### src/rtl/modulo_pkg.sv
// Shared types and helpers for the bit-serial modulo checker.
// State encoding and the remainder-width constant function.
package modulo_pkg;

  typedef enum logic [1:0] {
    StIdle = 2'd0,
    StBusy = 2'd1,
    StDone = 2'd2
  } state_e;

  // MODULUS==2 still needs one bit even though $clog2 handles it; kept explicit for clarity.
  function automatic int unsigned rem_width(input int unsigned modulus);
    return (modulus == 2) ? 1 : $clog2(modulus);
  endfunction

endpackage

### src/rtl/mod_step.sv
// One remainder step: next = (2*rem + bit) mod MODULUS using a single conditional subtract.
module mod_step
  import modulo_pkg::*;
#(
  parameter int unsigned MODULUS = 3,
  localparam int unsigned REM_W = rem_width(MODULUS)
) (
  input  logic [REM_W-1:0] i_rem,
  input  logic             i_bit,
  output logic [REM_W-1:0] o_rem
);

  localparam logic [REM_W:0] MOD_V = (REM_W + 1)'(MODULUS);

  logic [REM_W:0] w_sum;
  logic [REM_W:0] w_diff;

  // rem < MODULUS, so 2*rem+bit < 2*MODULUS and one subtract always suffices.
  always_comb begin
    w_sum  = {i_rem, i_bit};
    w_diff = w_sum - MOD_V;
    if (w_sum >= MOD_V) begin
      o_rem = w_diff[REM_W-1:0];
    end else begin
      o_rem = w_sum[REM_W-1:0];
    end
  end

endmodule

### src/rtl/modulo_n_serial.sv
// Bit-serial divisibility checker: streams a word MSB-first and reports word mod MODULUS.
// Optional feature MODN_COUNT_EN adds a saturating count of divisible results (div_count).
module modulo_n_serial
  import modulo_pkg::*;
#(
  parameter int unsigned WIDTH   = 8,
  parameter int unsigned MODULUS = 3,
  localparam int unsigned REM_W  = rem_width(MODULUS)
) (
  input  logic             clk,
  input  logic             rst_n,
  input  logic             in_valid,
  output logic             in_ready,
  input  logic [WIDTH-1:0] in_data,
  output logic             out_valid,
  input  logic             out_ready,
  output logic [REM_W-1:0] remainder,
`ifdef MODN_COUNT_EN
  output logic [15:0]      div_count,
`endif
  output logic             divisible
);

  localparam int unsigned CNT_W = (WIDTH > 1) ? $clog2(WIDTH) : 1;
  localparam logic [CNT_W-1:0] CNT_MAX = CNT_W'(WIDTH - 1);

  state_e           r_state;
  logic [WIDTH-1:0] r_shreg;
  logic [REM_W-1:0] r_rem;
  logic [CNT_W-1:0] r_cnt;
  logic             r_in_ready;
  logic             r_out_valid;
  logic [REM_W-1:0] r_remainder;
  logic             r_divisible;
  logic [REM_W-1:0] w_rem_next;

  mod_step #(
    .MODULUS (MODULUS)
  ) u_mod_step (
    .i_rem (r_rem),
    .i_bit (r_shreg[WIDTH-1]),
    .o_rem (w_rem_next)
  );

  always_ff @(posedge clk) begin
    if (!rst_n) begin
      r_state     <= StIdle;
      r_shreg     <= '0;
      r_rem       <= '0;
      r_cnt       <= '0;
      r_in_ready  <= 1'b1;
      r_out_valid <= 1'b0;
      r_remainder <= '0;
      r_divisible <= 1'b0;
    end else begin
      case (r_state)
        StIdle: begin
          if (in_valid) begin
            r_shreg    <= in_data;
            r_rem      <= '0;
            r_cnt      <= CNT_MAX;
            r_in_ready <= 1'b0;
            r_state    <= StBusy;
          end
        end
        StBusy: begin
          r_shreg <= r_shreg << 1;
          r_rem   <= w_rem_next;
          if (r_cnt == '0) begin
            // Result registers load on the same edge that consumes the last bit.
            r_out_valid <= 1'b1;
            r_remainder <= w_rem_next;
            r_divisible <= (w_rem_next == '0);
            r_state     <= StDone;
          end else begin
            r_cnt <= r_cnt - 1'b1;
          end
        end
        StDone: begin
          if (out_ready) begin
            r_out_valid <= 1'b0;
            r_divisible <= 1'b0;
            r_in_ready  <= 1'b1;
            r_state     <= StIdle;
          end
        end
        default: begin
          r_out_valid <= 1'b0;
          r_divisible <= 1'b0;
          r_in_ready  <= 1'b1;
          r_state     <= StIdle;
        end
      endcase
    end
  end

`ifdef MODN_COUNT_EN
  logic [15:0] r_div_count;

  always_ff @(posedge clk) begin
    if (!rst_n) begin
      r_div_count <= '0;
    end else if (r_state == StDone && out_ready && r_divisible && r_div_count != 16'hFFFF) begin
      r_div_count <= r_div_count + 16'd1;
    end
  end

  assign div_count = r_div_count;
`endif

  assign in_ready  = r_in_ready;
  assign out_valid = r_out_valid;
  assign remainder = r_remainder;
  assign divisible = r_divisible;

endmodule

### config.mk
export PLATFORM = sky130hd
export DESIGN_NAME = modulo_n_serial
export DESIGN_NICKNAME = d
export VERILOG_FILES = /design/src/rtl/modulo_pkg.sv /design/src/rtl/mod_step.sv /design/src/rtl/modulo_n_serial.sv
export SDC_FILE = /design/constraint.sdc
export NUM_CORES = 1
export LEC_CHECK = 0
export ABC_AREA = 1
export CORE_MARGIN = 5
export CORE_UTILIZATION = 40
export DETAILED_ROUTE_END_ITERATION = 16
export PLACE_DENSITY = 0.74
export SYNTH_ARGS = -nofsm -noshare
export SYNTH_HDL_FRONTEND = slang
export SYNTH_SLANG_ARGS = --single-unit
### constraint.sdc
create_clock -name clk -period 3.5 [get_ports clk]
set_clock_uncertainty 0.05 [all_clocks]
set_input_delay 0.7 -clock clk [delete_from_list [all_inputs] [get_ports clk]]
set_output_delay 0.7 -clock clk [all_outputs]
set_load 0.1 [all_outputs]
Word-level counts from Yosys, hierarchy flattened
Index checks and enable logic that the tools add are counted.

Logic and storage cells: 49. Output and inout port bits: 5. Input port bits: 12. Flip-flop bits (word level): 20.

$lt $le $gt $ge: 1. Eq/ne operators: 6. Multiplexer cells: 20. $add $sub $neg: 2. Bitwise logic cells: 2. Reduce and logical (&&, ||, !) cells: 10.

Operators with widths (number): $pmux W8 S2 (1); $reduce_and A3 Y1 (4); $mux W2 (5); $pmux W1 S3 (3); $mux W8 (1); $ne A2 B2 Y1 const B (4); $mux W3 (2); $pmux W2 S3 (1); $pmux W3 S2 (1); $mux W1 (5); $logic_not A2 Y1 (2); $pmux W2 S2 (1); $reduce_and A2 Y1 (2); $ge A3 B2 Y1 const B (1); $logic_not A3 Y1 (1); $sub A3 B1 Y3 const B (1); $eq A2 B1 Y1 const B (1); $eq A2 B2 Y1 const B (1); $not A1 Y1 (2); $reduce_bool A2 Y1 (1); $sub A2 B2 Y2 const B (1).

Longest topological paths before layout
Word-level depth: 5. Depth in mapped cells: 9. Mapped depth without buffers: 9.

By module
From an unflattened synthesis, not the netlist that was laid out.

Cells, all modules: 135. Area, all modules: 945.9 µm².

By module, submodules not included: modulo_n_serial (seq. area each 400.4 µm², cells each 123, instances 1, area an instance 885.8 µm²); mod_step (seq. area each 0.0 µm², cells each 12, instances 1, area an instance 60.1 µm²).

Worst setup path before layout
No wires, ideal clock.

Kind: register -> output. Start point: reg r_out_valid, in the netlist out_valid. End point: out out_valid. Setup slack: 1825 ps. Stages on the path, launching flop included: 1. Buffers on the path: 0. Arrival time: 925 ps. Required time: 2750 ps. Cells stage by stage: dfxtp_1.

RTL lines: start, declared (RTL line modulo_n_serial.sv:32) `logic r_out_valid;`; start signal, assigned (RTL line modulo_n_serial.sv:52) `r_out_valid <= 1'b0;`; start signal, assigned (RTL line modulo_n_serial.sv:71) `r_out_valid <= 1'b1;`; start signal, assigned (RTL line modulo_n_serial.sv:81) `r_out_valid <= 1'b0;`; end, declared (RTL line modulo_n_serial.sv:15) `output logic out_valid,`.

No word-level cell between the ends.

Worst setup path after layout
Start point: reg r_remainder[1], in the netlist remainder[1]. End point: out remainder[1].

RTL lines: start, declared (RTL line modulo_n_serial.sv:33) `logic [REM_W-1:0] r_remainder;`; start signal, assigned (RTL line modulo_n_serial.sv:72) `r_remainder <= w_rem_next;`; end, declared (RTL line modulo_n_serial.sv:17) `output logic [REM_W-1:0] remainder,`.

No word-level cell between the ends.

==> summary.txt <==
Clock network
  • Max Buffers Root-to-Sink: 2
  • CTS sink cnt: 20
  • Post_cts resized: 0
  • Hold_buf cts: 0
  • TritonCTS Buffers: 3
  • Number of setup buffers added after CTS: 0
  • Clock latency on the worst-skew pair: 0.30 ns
  • H-Tree Depth: 1
  • CTS tree: done
  • CTS root buffer: clkbuf_4
  • Reg clk slew, reported paths: 0.11 ns

STA
  • Minimum clock period: 2.55 ns
  • Achievable frequency: 392 MHz
  • Final setup vio count: 0
  • WHS: 0.416 ns
  • Final Hold Fails: 0
  • Final Max Tran Viols: 0
  • Slew @ Worst Pin: 0.969 ns
  • Setup TNS: 0 ns
  • Final WS setup: 0.949 ns
  • RSZ-0062 raised after global routing: false
  • Tcrit/Tclk final: 72.9%
  • Max-slew headroom: 35.2%

Routing
  • DR iter-0 viols: 26
  • Vias: 880
  • Routed Antenna Nets: 0
  • DR pass1 iterations: 4
  • Via density: 4.86
  • DRT Wirelength: 1.94 mm
  • Wire length per cell: 10.7 µm
  • Post-route DRC: 0

Place
  • Cell area after placement: 1100 µm²
  • Port-buffer cells: 16
  • DP Worst Slack: 1.28 ns
  • Cell count after placement: 177
  • Gpl congestion: 0.798
  • Hpwl dp: 1.50 mm

Finish
  • Area grow syn2layout: 21.8%
  • Final std cells w/o fill: 181
  • Final Cell Area: 1140 µm²
  • Fin util: 51.5%
  • N_diodes: 0
  • Fin nets: 169
  • Seq. cell area: 400 µm²
  • Multi-input gate area: 439 µm²
  • Layout cells sized above 1: 3.92%
  • Fill count: 226

Global route
  • Largest net degree at the start of global routing: 14
  • Total GRT Usage: 12.6%
  • Vias in the first global route: 801
  • Aggregate global routing overflow: 0
  • Initial antenna violation count: 0
  • First-pass GRT wire length: 3.24 mm

Synth
  • Sequential element share of the synthesized area: 42.8%
  • Top post-synthesis cells by area: dfxtp_1, nand2_1, a21oi_1
  • Commonest cells post-synth: nand2_1, dfxtp_1, inv_1
  • Mean cell area of the mapped netlist: 6.82 µm²
  • Number of library cell types mapped by synthesis: 16
  • Cell accounting for the most synthesized area: dfxtp_1
  • Syn Nets: 152
  • Count leader, synth: nand2_1
  • Ys async rst share: 0%
  • Syn Inst Count: 137
  • Seq cells post-synth: 20
  • Ys Warns: 0
  • Ys flop type: dfxtp_1
  • Post-synth EDFFs: 0
  • Mapped cell area: 935 µm²
  • Area share of the largest cell type after synthesis: 42.8%

Power and ir drop
  • Tot Pwr: 0.562 mW
  • Power per standard cell area: 493 nW/µm²
  • Pleak: 0.524 nW
  • Maximum vdd drop: 333 µV

Floorplan
  • Die X-Extent: 58.3 µm
  • Initial Utilization: 42.3%
  • Row count: 17
  • Core ar.: 2210 µm²
  • Ports: 17
  • Die Area: 3400 µm²
  • Die height: 58.3 µm

Worst setup path
  • Crit end category: output pin
  • Critical path class: reg2out
  • Crit path buffers/inverters: 1
  • CP Launch Type: flop
  • Worst path slowest cell: clkdlybuf4s50_1
  • Setup slack, reg-to-reg: 1.97 ns
  • Critical path's top delay family: buffers and inverters
  • CP max FO: 2
  • Biggest cell delay along the critical path: 1.14 ns
  • Critical path arrival: 1.80 ns
  • Crit-path cells: clkdlybuf4s50_1
  • WP data required: 2.75 ns

Worst hold path
  • HP Class: reg2reg

Flow run
  • Max-Cap Viols: 0

Status
  • Status: finished clean
==> cells in the final DEF (no fill, tap or decap), drive strengths merged <==
master / n
clkdlybuf4s50: 16
o21ai: 13
a21boi: 1
ha: 3
inv: 18
nand2: 44
dfxtp: 20
nor2: 11
clkbuf: 4
a21oi: 15
o211ai: 1
nand3: 7
==> metal layers <==
metal | global-route usage [%] | share of wire, % | vias up | routed length, µm
met5 | 0 | 0 | - | 0
met4 | 6.95 | 2.2 | 0 | 42
met3 | 3.95 | 3.3 | 4 | 64
met2 | 21.9 | 54 | 10 | 1040
met1 | 13.6 | 41 | 399 | 794
li1 | - | - | 467 | -
==> flip-flops by register name, indices dropped and copies added (netlist names) <==
| signal | count |
|---|---|
| out_valid | 1 |
| in_ready | 1 |
| r_rem | 2 |
| remainder | 2 |
| r_cnt | 3 |
| r_state | 2 |
| divisible | 1 |
| r_shreg | 8 |
==> cells by family (layout without fill, tap and decap cells) <==
kind of cell	Yosys count	in the layout	share of synthesized area, %
flops	20	20	42.8
fa+ha+maj	3	3	4.02
simple gates	62	62	26.4
compound gates	30	30	16.6
buf+inv	22	38	10.2
==> area by class of cell <==
type	count	area share [%]
clock buffers	4	3.19
inverters	18	5.93
multi-input cells	95	38.6
flip-flops and latches	20	35.2
well taps	28	3.08
repair buffers	16	14.1
==> where the power goes <==
part	total, mW	internal, mW	switching (mW)
Clock	0.132	0.0636	0.0683
Combinational	0.165	0.0526	0.112
Sequential	0.265	0.252	0.0130
Total	0.562	0.368	0.193
==> path summary, 6_finish.rpt <==
| check | startpoint | endpoint | depth (start not counted) |
|---|---|---|---|
| hold reg to reg | r_shreg[1]$_SDFFE_PN0P_ | r_shreg[1]$_SDFFE_PN0P_ | 2 |
| hold / removal | r_shreg[1]$_SDFFE_PN0P_ | r_shreg[1]$_SDFFE_PN0P_ | 2 |
| setup reg to reg | r_cnt[0]$_SDFFE_PN0P_ | divisible$_SDFFE_PN0P_ | 9 |
| setup / recovery | remainder[1]$_SDFFE_PN0P_ | remainder[1] | 1 |
No activity file was read; power rests on OpenSTA's default activity.
==> RTL edit 1, RTL diff (same flow settings) <==
Change the parameter `WIDTH` from 8 to 4.
--- a/src/rtl/modulo_n_serial.sv
+++ b/src/rtl/modulo_n_serial.sv
@@ -5,3 +5,3 @@
 #(
-  parameter int unsigned WIDTH   = 8,
+  parameter int unsigned WIDTH   = 4,
   parameter int unsigned MODULUS = 3,
Interface: changed (resized in_data); port bits go from 17 to 13. The function was not compared with the original's and may differ.
==> RTL edit 1 against the unedited design <==
- worst hold slack improved by 6.6 ps
- global-route usage fell by 0.79 points
- count of clock-buffer cells in the layout unchanged
- final area fell by 24%
- synthesized area shrank 25%
- total power is 25% lower
- utilization fell by 0.21 points
- critical path type unchanged
- setup slack better by 51 ps
- routed wire length fell by 29%
- sequential cell count down 5
- critical endpoint is now out_valid
==> RTL edit 1: results (changes against the unedited design) <==
Status
  – Outcome: complete, no violations

Placed design
  – Gpl congestion: 0.782 (-2.1%)
  – Placed standard-cell area: 840 sq um (-24%)
  – Port buffer count: 12 (-4)
  – Detailed Place HPWL: 1.08 mm (-28%)
  – Placed Instances: 126 (-29%)
  – Pre-CTS WS: 1290 ps (+2.59 ps)

Timing
  – Relative slew slack: 35.5% (+0.32 points)
  – WHS: 422 ps (+6.56 ps)
  – Fmax: 0.400 GHz (+2.0%)

Yosys
  – Unique cell type count in the Yosys netlist: 18 (+2)
  – Ranking of synthesized cells by area: dfxtp_1 43%, nand2_1 16%, a21oi_1 6.4%
  – Syn Inst Count: 98 (-28%)
  – Register area share after synthesis: 42.8% (-0.057 points)
  – Synth cell count leaders: 29 x nand2_1, 15 x dfxtp_1, 12 x inv_1, 10 x nor2_1, 9 x a21oi_1
  – Syn Nets: 108 (-29%)
  – Commonest register cell after synthesis: dfxtp_1

Detailed routing
  – Met2 wire length: 658 um (-37%)
  – M1 WL: 652 um (-18%)
  – Initial DRT Pass Iterations: 4 (unchanged)
  – Vias: 621 (-29%)
  – DR iter-0 viols: 12 (-54%)
  – Final Routed Wirelength: 1.37 mm (-29%)
  – Met3 wire len: 49 um (-23%)
  – Avg WL per Cell: 10.6 um (-1.3%)

Power
  – Peak VDD IR: 0.228 mV (-32%)
  – Leakage power: 0.398 nW (-24%)
  – Sw Share: 36.1% (+1.6 points)

Clocking
  – Clock Latency Late Sink: 270 ps (-30 ps)
  – Worst-path clk slew: 80 ps (-30 ps)
  – Post-cts sizing count: 0 (unchanged)

Cells and area
  – # diodes: 0 (unchanged)
  – Max FFs per register: 4 (-4)
  – Fillers: 161 (-29%)
  – Sequential Area: 300 sq um (-25%)
  – Layout Nets: 124 (-27%)
  – Share of cells above drive strength 1: 10.6% (+6.7 points)

Worst hold path
  – Hold_sp: r_shreg[0]$_SDFFE_PN0P_
  – Min-Delay Endpoint: r_shreg[0]$_SDFFE_PN0P_

Global route
  – GRT Total Usage: 11.8% (-0.79 points)
  – Met3 usage: 2.58% (-1.4 points)
  – Met1 Track Usage GR: 15.0% (+1.5 points)
  – First-pass GRT wire length: 2.33 mm (-28%)
  – Largest net degree at the start of global routing: 10 (-4)
  – Vias in the first global route: 537 (-33%)
  – Met2 Resource Use GR: 18.4% (-3.4 points)

Critical path
  – Crit path arrival time: 1750 ps (-50 ps)
  – Reg2Reg Depth: 7 (-2)
  – Reg2reg setup slack: 2190 ps (+220 ps)
  – Crit-path max FO: 2 (unchanged)
  – FF-to-FF End: out_valid$_SDFFE_PN0P_
==> RTL edit 1: cell types whose count changed in the layout (fill, tap and decap cells not counted), sizes merged, moves of 2 or more <==
cell,before,now
a21oi,15,10
clkdlybuf4s50,16,12
dfxtp,20,15
inv,18,16
nand2,44,30
nand3,7,3
o21ai,13,6
==> RTL edit 1: logic make-up after synthesis <==
family,synth area share [%]
simple gates,30.1
compound gates,14.1
buf+inv,9.45
flops,42.8
fa+ha+maj,3.56
==> RTL edit 1: layout make-up <==
class | instances | share of cell area [%]
multi-input combinational | 66 | 38.7
sequential | 15 | 34.7
timing repair buffer | 12 | 13.9
inverter | 16 | 7.23
clock buffer | 4 | 3.03
tap | 17 | 2.46
==> RTL edit 1: worst min-delay path: stages, from the launching register on <==
cell and delay (ps):
dfxtp_1 320, nand2_1 60, a21oi_1 50
==> RTL edit 1: worst max path at each step <==
stage / start / endpoint / slack (ps) / cells past startpoint
final: out_valid$_SDFFE_PN0P_ / out_valid / 1000 / 1
after global routing: remainder[0]$_SDFFE_PN0P_ / remainder[0] / 930 / 1
after detailed placement: out_valid$_SDFFE_PN0P_ / out_valid / 1290 / 1
after floorplan: remainder[0]$_SDFFE_PN0P_ / remainder[0] / 1830 / 0
after global placement: remainder[1]$_SDFFE_PN0P_ / remainder[1] / 1320 / 1
after CTS: out_valid$_SDFFE_PN0P_ / out_valid / 970 / 1
==> RTL edit 1: power groups by stage <==
stage / clock network [mW] / registers [mW] / logic [mW]
after floorplan: 0 / 0.239 / 0.0623
after global placement: 0 / 0.200 / 0.130
after detailed placement: 0 / 0.201 / 0.132
after CTS: 0.100 / 0.197 / 0.132
after global routing: 0.110 / 0.199 / 0.143
final: 0.0959 / 0.197 / 0.131
==> RTL edit 2, RTL diff (same flow settings) <==
Without the edit above. Encoding of `state_e`: now one-hot (3 bits for 3 states).
--- a/src/rtl/modulo_pkg.sv
+++ b/src/rtl/modulo_pkg.sv
@@ -4,6 +4,6 @@
 
-  typedef enum logic [1:0] {
-    StIdle = 2'd0,
-    StBusy = 2'd1,
-    StDone = 2'd2
+  typedef enum logic [2:0] {
+    StIdle = 3'b001,
+    StBusy = 3'b010,
+    StDone = 3'b100
   } state_e;
Check against the original RTL: no difference found for any inputs over 10 cycles, from zero or initial values and one cycle with rst_n low; not proved beyond that.
==> RTL edit 2 against the unedited design <==
- final area is 5.1% higher
- clock power fell by 9%
- sequential cell count rose by 1
- setup slack improved by 12 ps
- synthesized area up 5.5%
- global-route usage grew 0.31 points
- routed wire length up 3.1%
- total power down 7.5%
==> RTL edit 2: results (changes against the unedited design) <==
Status
  – Outcome: complete, no violations

Yosys
  – Unique cell type count in the Yosys netlist: 18 (+2)
  – Ranking of synthesized cells by area: dfxtp_1 43%, nand2_1 14%, nor2_1 8.8%
  – Adder-Cell Fraction of Synth Area: 3.81% (-0.21 points)
  – Compound-Gate Fraction of Synth Area: 10.7% (-5.9 points)
  – Synth cell count leaders: 36 x nand2_1, 23 x nor2_1, 21 x dfxtp_1, 14 x inv_1, 12 x o21ai_0
  – Syn Nets: 157 (+3.3%)

Detailed routing
  – Met2 wire length: 900 um (-13%)
  – DR iter-0 viols: 32 (+23%)
  – Vias: 925 (+5.1%)
  – Final Routed Wirelength: 2.00 mm (+3.1%)
  – Met3 wire len: 167 um (+160%)

Timing
  – Relative slew slack: 35.6% (+0.37 points)
  – Crit share post-route: 72.6% (-0.34 points)
  – WHS: 404 ps (-11.8 ps)

Power
  – Clock network power: 120 uW (-9%)
  – Clock share of power: 23.1% (-0.4 points)
  – Peak VDD IR: 0.278 mV (-17%)
  – Leakage power: 0.567 nW (+8.2%)
  – Combinational gate power: 128 uW (-22%)

Cells and area
  – Share of cells above drive strength 1: 8.75% (+4.8 points)
  – Layout Nets: 176 (+4.1%)
  – Top flop regs: r_shreg (8), r_cnt (3), r_state (3)

Global route
  – Met3 usage: 4.79% (+0.85 points)
  – Met2 Resource Use GR: 21.1% (-0.71 points)
  – Vias in the first global route: 897 (+12%)
  – GRT Total Usage: 12.9% (+0.31 points)

Worst hold path
  – Hold_sp: in_ready$_SDFFE_PN1P_
  – Min-Delay Endpoint: in_ready$_SDFFE_PN1P_

Floorplanning
  – Core area: 0.00241 sq mm (+8.9%)

Critical path
  – Reg2Reg Depth: 8 (-1)
  – Reg2reg setup slack: 2010 ps (+40 ps)

Placed design
  – Pre-CTS WS: 1300 ps (+18.1 ps)
[RTL edit 2: cell count changes in the layout (fill, tap and decap cells not counted), moves of 2 or more]
cell | before | now
nor2_1 | 10 | 23
inv_2 | 0 | 3
a21oi_1 | 15 | 9
nand3_1 | 7 | 11
inv_1 | 18 | 14
nand2_4 | 0 | 2
nand2_1 | 43 | 36
[RTL edit 2: area by class of cell]
type                       instances  area (sq um)
inverter                          17          63.8
fill                             249          1210
clock inverter                     1          5.00
clock buffer                       3          22.5
multi-input combinational        102           487
sequential                        21           420
tap                               30          37.5
timing repair buffer              16           160
[RTL edit 2: through the flow]
| stage | instance area [sq um] | std cells |
|---|---|---|
| after global routing | 1200 | 190 |
| final | 1200 | 190 |
| after global placement | 1170 | 186 |
| after floorplan | 986 | 142 |
| after CTS | 1200 | 190 |
| after detailed placement | 1170 | 186 |
